==> src/rtl/reg_cmd_sequencer_if.sv <==
// Command/response bundle between a command source and reg_cmd_sequencer.
// The master side issues commands; the slave side drives the FunSel pulse outputs and status.
interface reg_cmd_sequencer_if #(
  parameter int WIDTH = 4,
  parameter int CNT_W = 4
);
  logic             cmd_valid;
  logic             cmd_ready;
  logic [1:0]       cmd_op;
  logic [WIDTH-1:0] cmd_data;
  logic [CNT_W-1:0] cmd_count;
  logic [1:0]       FunSel;
  logic [WIDTH-1:0] data_in;
  logic             enable;
  logic             busy;
  logic             done;
  logic [WIDTH-1:0] shadow;
  logic             sat;

  modport master (
    output cmd_valid, cmd_op, cmd_data, cmd_count,
    input  cmd_ready, FunSel, data_in, enable, busy, done, shadow, sat
  );

  modport slave (
    input  cmd_valid, cmd_op, cmd_data, cmd_count,
    output cmd_ready, FunSel, data_in, enable, busy, done, shadow, sat
  );
endinterface

==> src/rtl/reg_cmd_sequencer.sv <==
// Command sequencer for a 4-function (clear/load/dec/inc) register, issuing timed enable pulses.
// Optional macro SEQ_SATURATE_EN stops INC/DEC at the range limits instead of wrapping.
module reg_cmd_sequencer #(
  parameter int WIDTH = 4,
  parameter int CNT_W = 4
) (
  input logic              clk,
  input logic              rst_n,
  reg_cmd_sequencer_if.slave bus
);

`ifdef SEQ_SATURATE_EN
  localparam bit SAT_EN = 1'b1;
`else
  localparam bit SAT_EN = 1'b0;
`endif

  localparam logic [1:0] OP_CLEAR = 2'b00;
  localparam logic [1:0] OP_LOAD  = 2'b01;
  localparam logic [1:0] OP_DEC   = 2'b10;
  localparam logic [1:0] OP_INC   = 2'b11;

  typedef enum logic [1:0] {IDLE, ISSUE, GAP, DONE} state_t;

  state_t           state;
  logic [1:0]       op_q;
  logic [WIDTH-1:0] data_q;
  logic [CNT_W-1:0] rem_q;
  logic [1:0]       fun_sel_q;
  logic [WIDTH-1:0] data_in_q;
  logic [WIDTH-1:0] shadow_q;
  logic             enable_q;
  logic             busy_q;
  logic             done_q;
  logic             sat_q;
  logic             accept;
  logic [WIDTH-1:0] shadow_nxt;

  function automatic logic [WIDTH-1:0] step_value(input logic [1:0] op,
                                                  input logic [WIDTH-1:0] cur,
                                                  input logic [WIDTH-1:0] ld);
    case (op)
      OP_CLEAR: return '0;
      OP_LOAD:  return ld;
      OP_DEC:   return cur - WIDTH'(1);
      default:  return cur + WIDTH'(1);
    endcase
  endfunction

  function automatic logic at_limit(input logic [1:0] op, input logic [WIDTH-1:0] cur);
    return SAT_EN && (((op == OP_INC) && (cur == '1)) || ((op == OP_DEC) && (cur == '0)));
  endfunction

  assign accept        = bus.cmd_valid && (state == IDLE);
  assign bus.cmd_ready = (state == IDLE);
  assign shadow_nxt    = step_value(op_q, shadow_q, data_q);

  assign bus.FunSel  = fun_sel_q;
  assign bus.data_in = data_in_q;
  assign bus.enable  = enable_q;
  assign bus.busy    = busy_q;
  assign bus.done    = done_q;
  assign bus.shadow  = shadow_q;
  assign bus.sat     = sat_q;

  // Command capture: only meaningful after an accept, so no reset needed.
  always_ff @(posedge clk) begin
    if (accept) begin
      op_q   <= bus.cmd_op;
      data_q <= bus.cmd_data;
    end
  end

  always_ff @(posedge clk or negedge rst_n) begin
    if (!rst_n) begin
      state     <= IDLE;
      rem_q     <= '0;
      fun_sel_q <= 2'b00;
      data_in_q <= '0;
      shadow_q  <= '0;
      enable_q  <= 1'b0;
      busy_q    <= 1'b0;
      done_q    <= 1'b0;
      sat_q     <= 1'b0;
    end else begin
      enable_q <= 1'b0;
      done_q   <= 1'b0;
      case (state)
        IDLE: begin
          if (accept) begin
            busy_q <= 1'b1;
            sat_q  <= 1'b0;
            if (bus.cmd_op[1] && (bus.cmd_count == '0)) begin
              state  <= DONE;
              done_q <= 1'b1;
            end else if (bus.cmd_op[1] && at_limit(bus.cmd_op, shadow_q)) begin
              state  <= DONE;
              done_q <= 1'b1;
              sat_q  <= 1'b1;
            end else begin
              state     <= ISSUE;
              enable_q  <= 1'b1;
              fun_sel_q <= bus.cmd_op;
              if (!bus.cmd_op[1]) data_in_q <= bus.cmd_data;
              rem_q     <= bus.cmd_op[1] ? bus.cmd_count - CNT_W'(1) : '0;
            end
          end
        end
        // Shadow follows the downstream register on the edge that ends each pulse;
        // the next step's limit check therefore sees the post-step value.
        ISSUE: begin
          shadow_q <= shadow_nxt;
          if (rem_q == '0) begin
            state  <= DONE;
            done_q <= 1'b1;
          end else if (at_limit(op_q, shadow_nxt)) begin
            state  <= DONE;
            done_q <= 1'b1;
            sat_q  <= 1'b1;
          end else begin
            state <= GAP;
          end
        end
        GAP: begin
          state    <= ISSUE;
          enable_q <= 1'b1;
          rem_q    <= rem_q - CNT_W'(1);
        end
        default: begin
          state  <= IDLE;
          busy_q <= 1'b0;
        end
      endcase
    end
  end

endmodule
==> src/flat_wrapper.sv <==
// flat-port wrapper written by rule: the top's interface ports become plain ports
module reg_cmd_sequencer_flat 
#(
  parameter int WIDTH = 4,
  parameter int CNT_W = 4
)
  (clk, rst_n, bus_cmd_valid, bus_cmd_op, bus_cmd_data, bus_cmd_count, bus_cmd_ready, bus_FunSel, bus_data_in, bus_enable, bus_busy, bus_done, bus_shadow, bus_sat);
  reg_cmd_sequencer_if #(.WIDTH(WIDTH), .CNT_W(CNT_W)) bus_i ();
  input logic clk;
  input logic rst_n;
  input wire logic [$bits(bus_i.cmd_valid)-1:0] bus_cmd_valid;
  input wire logic [$bits(bus_i.cmd_op)-1:0] bus_cmd_op;
  input wire logic [$bits(bus_i.cmd_data)-1:0] bus_cmd_data;
  input wire logic [$bits(bus_i.cmd_count)-1:0] bus_cmd_count;
  output wire logic [$bits(bus_i.cmd_ready)-1:0] bus_cmd_ready;
  output wire logic [$bits(bus_i.FunSel)-1:0] bus_FunSel;
  output wire logic [$bits(bus_i.data_in)-1:0] bus_data_in;
  output wire logic [$bits(bus_i.enable)-1:0] bus_enable;
  output wire logic [$bits(bus_i.busy)-1:0] bus_busy;
  output wire logic [$bits(bus_i.done)-1:0] bus_done;
  output wire logic [$bits(bus_i.shadow)-1:0] bus_shadow;
  output wire logic [$bits(bus_i.sat)-1:0] bus_sat;
  assign bus_i.cmd_valid = bus_cmd_valid;
  assign bus_i.cmd_op = bus_cmd_op;
  assign bus_i.cmd_data = bus_cmd_data;
  assign bus_i.cmd_count = bus_cmd_count;
  assign bus_cmd_ready = bus_i.cmd_ready;
  assign bus_FunSel = bus_i.FunSel;
  assign bus_data_in = bus_i.data_in;
  assign bus_enable = bus_i.enable;
  assign bus_busy = bus_i.busy;
  assign bus_done = bus_i.done;
  assign bus_shadow = bus_i.shadow;
  assign bus_sat = bus_i.sat;
  reg_cmd_sequencer #(.WIDTH(WIDTH), .CNT_W(CNT_W)) u_core (.clk(clk), .rst_n(rst_n), .bus(bus_i));
endmodule
==> config.mk <==
export PLATFORM = sky130hd
export DESIGN_NAME = reg_cmd_sequencer_flat
export DESIGN_NICKNAME = d
export VERILOG_FILES = /design/src/rtl/reg_cmd_sequencer_if.sv /design/src/rtl/reg_cmd_sequencer.sv /design/src/flat_wrapper.sv
export SDC_FILE = /design/constraint.sdc
export NUM_CORES = 1
export LEC_CHECK = 0
export CELL_PAD_IN_SITES_DETAIL_PLACEMENT = 0
export CELL_PAD_IN_SITES_GLOBAL_PLACEMENT = 2
export CORE_MARGIN = 2
export CORE_UTILIZATION = 33
export CTS_BUF_LIST = sky130_fd_sc_hd__clkbuf_8
export CTS_CLUSTER_DIAMETER = 40
export DETAILED_ROUTE_END_ITERATION = 16
export GPL_ROUTABILITY_DRIVEN = 0
export PLACE_DENSITY_LB_ADDON = 0.1
export SLEW_MARGIN = 5
export SYNTH_ARGS = -nofsm -noshare
export SYNTH_HDL_FRONTEND = slang
export SYNTH_SLANG_ARGS = --single-unit
export TNS_END_PERCENT = 5
==> constraint.sdc <==
create_clock -name clk -period 2.1 [get_ports clk]
set_input_delay 0.525 -clock clk [delete_from_list [all_inputs] [get_ports clk]]
set_output_delay 0.525 -clock clk [all_outputs]
set_load 0.1 [all_outputs]
After elaboration in Yosys (flattened, before gate mapping)
Index checks and enable logic that the tools add are counted.
Word-level totals
  word-level logic and storage cells: 53
  bits in registers: 25
Operators by class
  bitwise operators: 3
  reduce and logical (&&, ||, !) cells: 12
  add/subtract/negate cells: 4
  muxes and demuxes: 18
  equality and inequality tests: 6
Operators by type and width (count)
  $mux 4: 3
  $pmux 4 s3: 1
  $sub 4x1->4 const B: 3
  $logic_not 4->1: 2
  $pmux 4 s2: 1
  $mux 1: 7
  $pmux 1 s2: 3
  $pmux 2 s3: 1
  $reduce_and 3->1: 2
  $add 4x1->4 const B: 1
  $eq 2x1->1 const B: 2
  $eq 2x2->1 const B: 2
  $logic_not 2->1: 2
  $mux 2: 2
  $reduce_and 4->1: 1
  $not 1->1: 3
  $logic_and 1x1->1: 2
  $ne 2x1->1 const B: 1
  $ne 2x2->1 const B: 1
  $reduce_and 2->1: 1
  $reduce_bool 2->1: 1
  $reduce_or 2->1: 1

Logic depth before layout (Yosys ltp)
  depth after elaboration: 5
  depth in mapped cells: 7
  depth with buffers taken out: 7

Worst setup path after synthesis
OpenSTA, ideal clock, no wires.
  kind: register to register
  from: register u_core.state[0]
  to: register u_core.rem_q[1]
  arrival time: 2.338 ns
  path slack: -0.324 ns
  data required time: 2.013 ns
  setup time: 0.087 ns
  period minus slack after synthesis: 2.424 ns
  cell stages (with the launch flop): 8
  cells stage by stage: dfrtp_1 > inv_1 > ha_1 > nand2_1 > inv_1 > nand2_2 > or3_1 > o211ai_1
On the way
  longest elaborated chain between the ends: 4
  elaborated cells on any way between the ends: 8
  those cells by class: 3 x eq/ne; 1 x mux; 4 x reduce/logical
Ends and longest elaborated chain
  start: declaration: line reg_cmd_sequencer.sv:25  | state_t state;
  start signal: assignment: line reg_cmd_sequencer.sv:76  | state <= IDLE;
  start signal: assignment: line reg_cmd_sequencer.sv:94  | state <= DONE;
  start signal: assignment: line reg_cmd_sequencer.sv:97  | state <= DONE;
  $logic_not 2->1 *
  net bus_cmd_ready: line flat_wrapper.sv:15  | output wire logic [$bits(bus_i.cmd_ready)-1:0] bus_cmd_ready;
  $logic_and 1x1->1: line reg_cmd_sequencer.sv:54  | assign accept = bus.cmd_valid && (state == IDLE);
  $ne 2x1->1 (no line)
  $reduce_and 3->1 (no line)
  end signal: assignment: line reg_cmd_sequencer.sv:105  | rem_q <= bus.cmd_op[1] ? bus.cmd_count - CNT_W'(1) : '0;
  end signal: assignment: line reg_cmd_sequencer.sv:127  | rem_q <= rem_q - CNT_W'(1);
  end: declaration: line reg_cmd_sequencer.sv:28  | logic [CNT_W-1:0] rem_q;
Mark *: on every way through the listed nets, which the timed path passes. The rest lies on a longest branch.
A chain may end at the register's enable or synchronous reset.

Final worst setup path
  from: input bus_cmd_count[1]
  to: register u_core.rem_q[0]
On the way
  longest elaborated chain between the ends: 4
Ends and longest elaborated chain
  start: declaration: line flat_wrapper.sv:14  | input wire logic [$bits(bus_i.cmd_count)-1:0] bus_cmd_count;
  $logic_not 4->1: line reg_cmd_sequencer.sv:93  | if (bus.cmd_op[1] && (bus.cmd_count == '0)) begin
  $logic_and 1x1->1: line reg_cmd_sequencer.sv:93
  $ne 2x2->1 (no line)
  $reduce_and 3->1 (no line)
Every way passes these cells.

==> impl_metrics.toml <==
[placement]
dp_hpwl_um = 2234
port_buffers = 26

[cells_and_area]
final_common_cell = "buf_4"
final_cell_mix = "22 x buf_4, 19 x dfrtp_1, 12 x inv_1, 12 x nand2_1, 12 x clkdlybuf4s50_1"
final_nets = 184
diodes = 0
drive_gt1_share_pct = 23.93
area_growth_pct = 32.58

[worst_setup_path]
critPathKind = "input pin to flop"
endpoint_kind = "flop"
cp_max_fo = 4
path_cells = "clkdlybuf4s50_1 -> inv_1 -> ha_1 -> nand4bb_4 -> and2_1 -> a21o_1 -> a32o_1"
cp.arrival_ns = 2.00
start_kind = "input pin"
max_stage_delay_ns = 0.43
required_ns = 2.25
crit_family = "buffers and inverters"
cp_slowest_cell = "clkdlybuf4s50_1"
crit_buf_inv = 2

[floorplan]
core_area_um2 = 3943
die_y_um = 67.64
pin_count = 28
dieArea_um2 = 4574
start_util_pct = 33.89
rows = 23
die_w_um = 67.64

[clock_network]
insertion_delay_ns = 0.26
cts_buffers = 3
clk_path_buf_depth = 2
hold_buffers = 0
cts_root_buf = "clkbuf_8"
postCtsSetupBuffers = 0
cts_tree = "yes"
htree_levels = 1
cts_resized = 0
cts.sinks = 25
clk_pin_slew_ns = 0.08

[global_route]
overflow = 0
grt_max_degree = 20
antenna_found_initial = 0
grt_pass1_vias = 1041
track_usage_pct = 13.87
grt_pass1_wl_um = 4719

[yosys]
netlist_area_um2 = 1336
synth-seq-cells = 25
yosys_warnings = 0
synth_cell_types = 41
postSynthCellCount = 126
post_synth.cell_area_avg_um2 = 10.61
yosysSeqAreaShare_pct = 49.06
synth_nets = 146

[drt]
dr.pass1.iters = 4
vias = 1019
drc = 0
wl_per_cell_um = 13.16
drt-initial-drc-count = 74
ant_nets = 0
post_drt_via_cell_ratio = 4.784
wl_um = 2803

[worst_hold_path]
min_path_type = "flop to flop"

[timing]
skew_ns = 0.002451
setup_viol = 0
fin_crit_sh_pct = 88.09
slew_viol_final = 0
rsz0062_at_grt = "no"
finalHoldViolations = 0
fmax_mhz = 540.6
period_needed_ns = 1.850
finalSetupTns_ns = 0

[status]
status = "completed"

[flow_run]
maxCapViolations = 0
-- worst reg2reg max path, stage by stage (launching register included) --
cell and delay, ns:
dfrtp_1 0.44, inv_1 0.13, ha_2 0.28, nand2_1 0.09, inv_1 0.16, nand2_2 0.12, or3_1 0.38, o211ai_1 0.11
-- Yosys cell counts --
cell type / n / share of area, %
mux2_2: 4 / 3.4
nor2_1: 3 / 0.84
nor2b_1: 5 / 2.3
clkbuf_1: 2 / 0.56
nand2_2: 1 / 0.47
o211ai_1: 2 / 1.1
nand4bb_4: 1 / 2.1
a211oi_1: 1 / 0.56
xnor2_1: 2 / 1.3
a22oi_1: 1 / 0.56
a32o_1: 2 / 1.5
buf_2: 1 / 0.37
nand4_1: 1 / 0.47
ha_1: 7 / 6.6
o21a_1: 2 / 1.1
a21o_1: 2 / 1.1
conb_1: 1 / 0.28
and2_1: 1 / 0.47
or3_1: 1 / 0.47
nor3_2: 1 / 0.75
mux2i_1: 1 / 0.75
buf_4: 1 / 0.56
o22ai_1: 1 / 0.47
a21oi_2: 1 / 0.66
inv_1: 11 / 3.1
edfxtp_1: 6 / 13
o21ai_0: 3 / 1.1
a21oi_1: 7 / 2.6
nand3b_1: 2 / 1.1
nor3_1: 3 / 1.1
or4_1: 1 / 0.56
or4_4: 1 / 0.84
dfrtp_1: 19 / 36
a21bo_2: 1 / 0.75
nand2_1: 12 / 3.4
xor2_1: 1 / 0.66
a32oi_1: 2 / 1.3
nand2b_1: 5 / 2.3
o31ai_1: 2 / 1.1
nand3_1: 4 / 1.5
a311oi_1: 1 / 0.66
-- routing by layer --
layer  wire length (um)  global-route usage, %  vias up
li1                   -                      -      519
met1               1260                  17.19      482
met2               1425                  24.02       16
met3                 89                  2.167        2
met4                 27                  5.357        0
met5                  0                      0        -
-- worst paths after layout --
path / from / to / slack [ns] / depth (start not counted)
worst max-delay path: bus_cmd_count[1] / u_core.rem_q[0] / 0.25 / 7
worst min-delay path: u_core.bus.FunSel[0] / u_core.bus.FunSel[0] / 0.50 / 2
worst max register to register: u_core.state[0] / u_core.rem_q[1] / 0.31 / 7
worst min register to register: u_core.bus.FunSel[0] / u_core.bus.FunSel[0] / 0.50 / 2
max in group asynchronous: rst_n / u_core.bus.data_in[3] / 1.29 / 2
min in group asynchronous: rst_n / u_core.bus.busy / 0.60 / 2
-- final cells by class --
cell class / instances / area, um^2
fillers: 365 / 2171
clock inverters: 1 / 3.754
inverters: 11 / 41.29
flip-flops and latches: 25 / 655.6
clock buffers: 3 / 41.29
repair buffers: 37 / 345.3
multi-input cells: 86 / 621.8
well taps: 50 / 62.56
-- flip-flops by register name, summed over array words and instances (netlist names) --
| signal | count |
|---|---|
| u_core.bus.data_in | 4 |
| u_core.bus.shadow | 4 |
| u_core.data_q | 4 |
| u_core.rem_q | 4 |
| u_core.bus.FunSel | 2 |
| u_core.op_q | 2 |
| u_core.state | 2 |
| u_core.bus.busy | 1 |
| u_core.bus.done | 1 |
| u_core.bus.enable | 1 |
-- per-stage QoR --
step | instance area, um^2 | utilization [%] | cells | setup slack, ns | hold slack, ns
final | 1772 | 44.94 | 213 | 0.2501 | 0.4970
after global routing | 1772 | 44.94 | 213 | 0.1164 | 0.5215
after CTS | 1772 | 44.94 | 213 | 0.2389 | 0.5115
after detailed placement | 1727 | 43.80 | 209 | -0.05582 | 0.4892
after global placement | 1727 | 43.80 | 209 | -0.008131 | 0.4654
after floorplan | 1339 | - | 126 | 0.02753 | 0.2294
-- logic make-up after synthesis --
family,after synthesis,share of synthesized area [%]
and+or+nand+nor,42,18.73
adders and majority gates,7,6.554
DFF,25,49.06
buffers and inverters,15,4.588
AOI/OAI and AO/OA,28,14.70
xor gates and xnor gates,3,1.967
other,1,0.2806
muxes,5,4.120
Power is left out: the tool's default activity adds up to more than one toggle a clock period on the data nets, which glitch-free logic cannot reach.
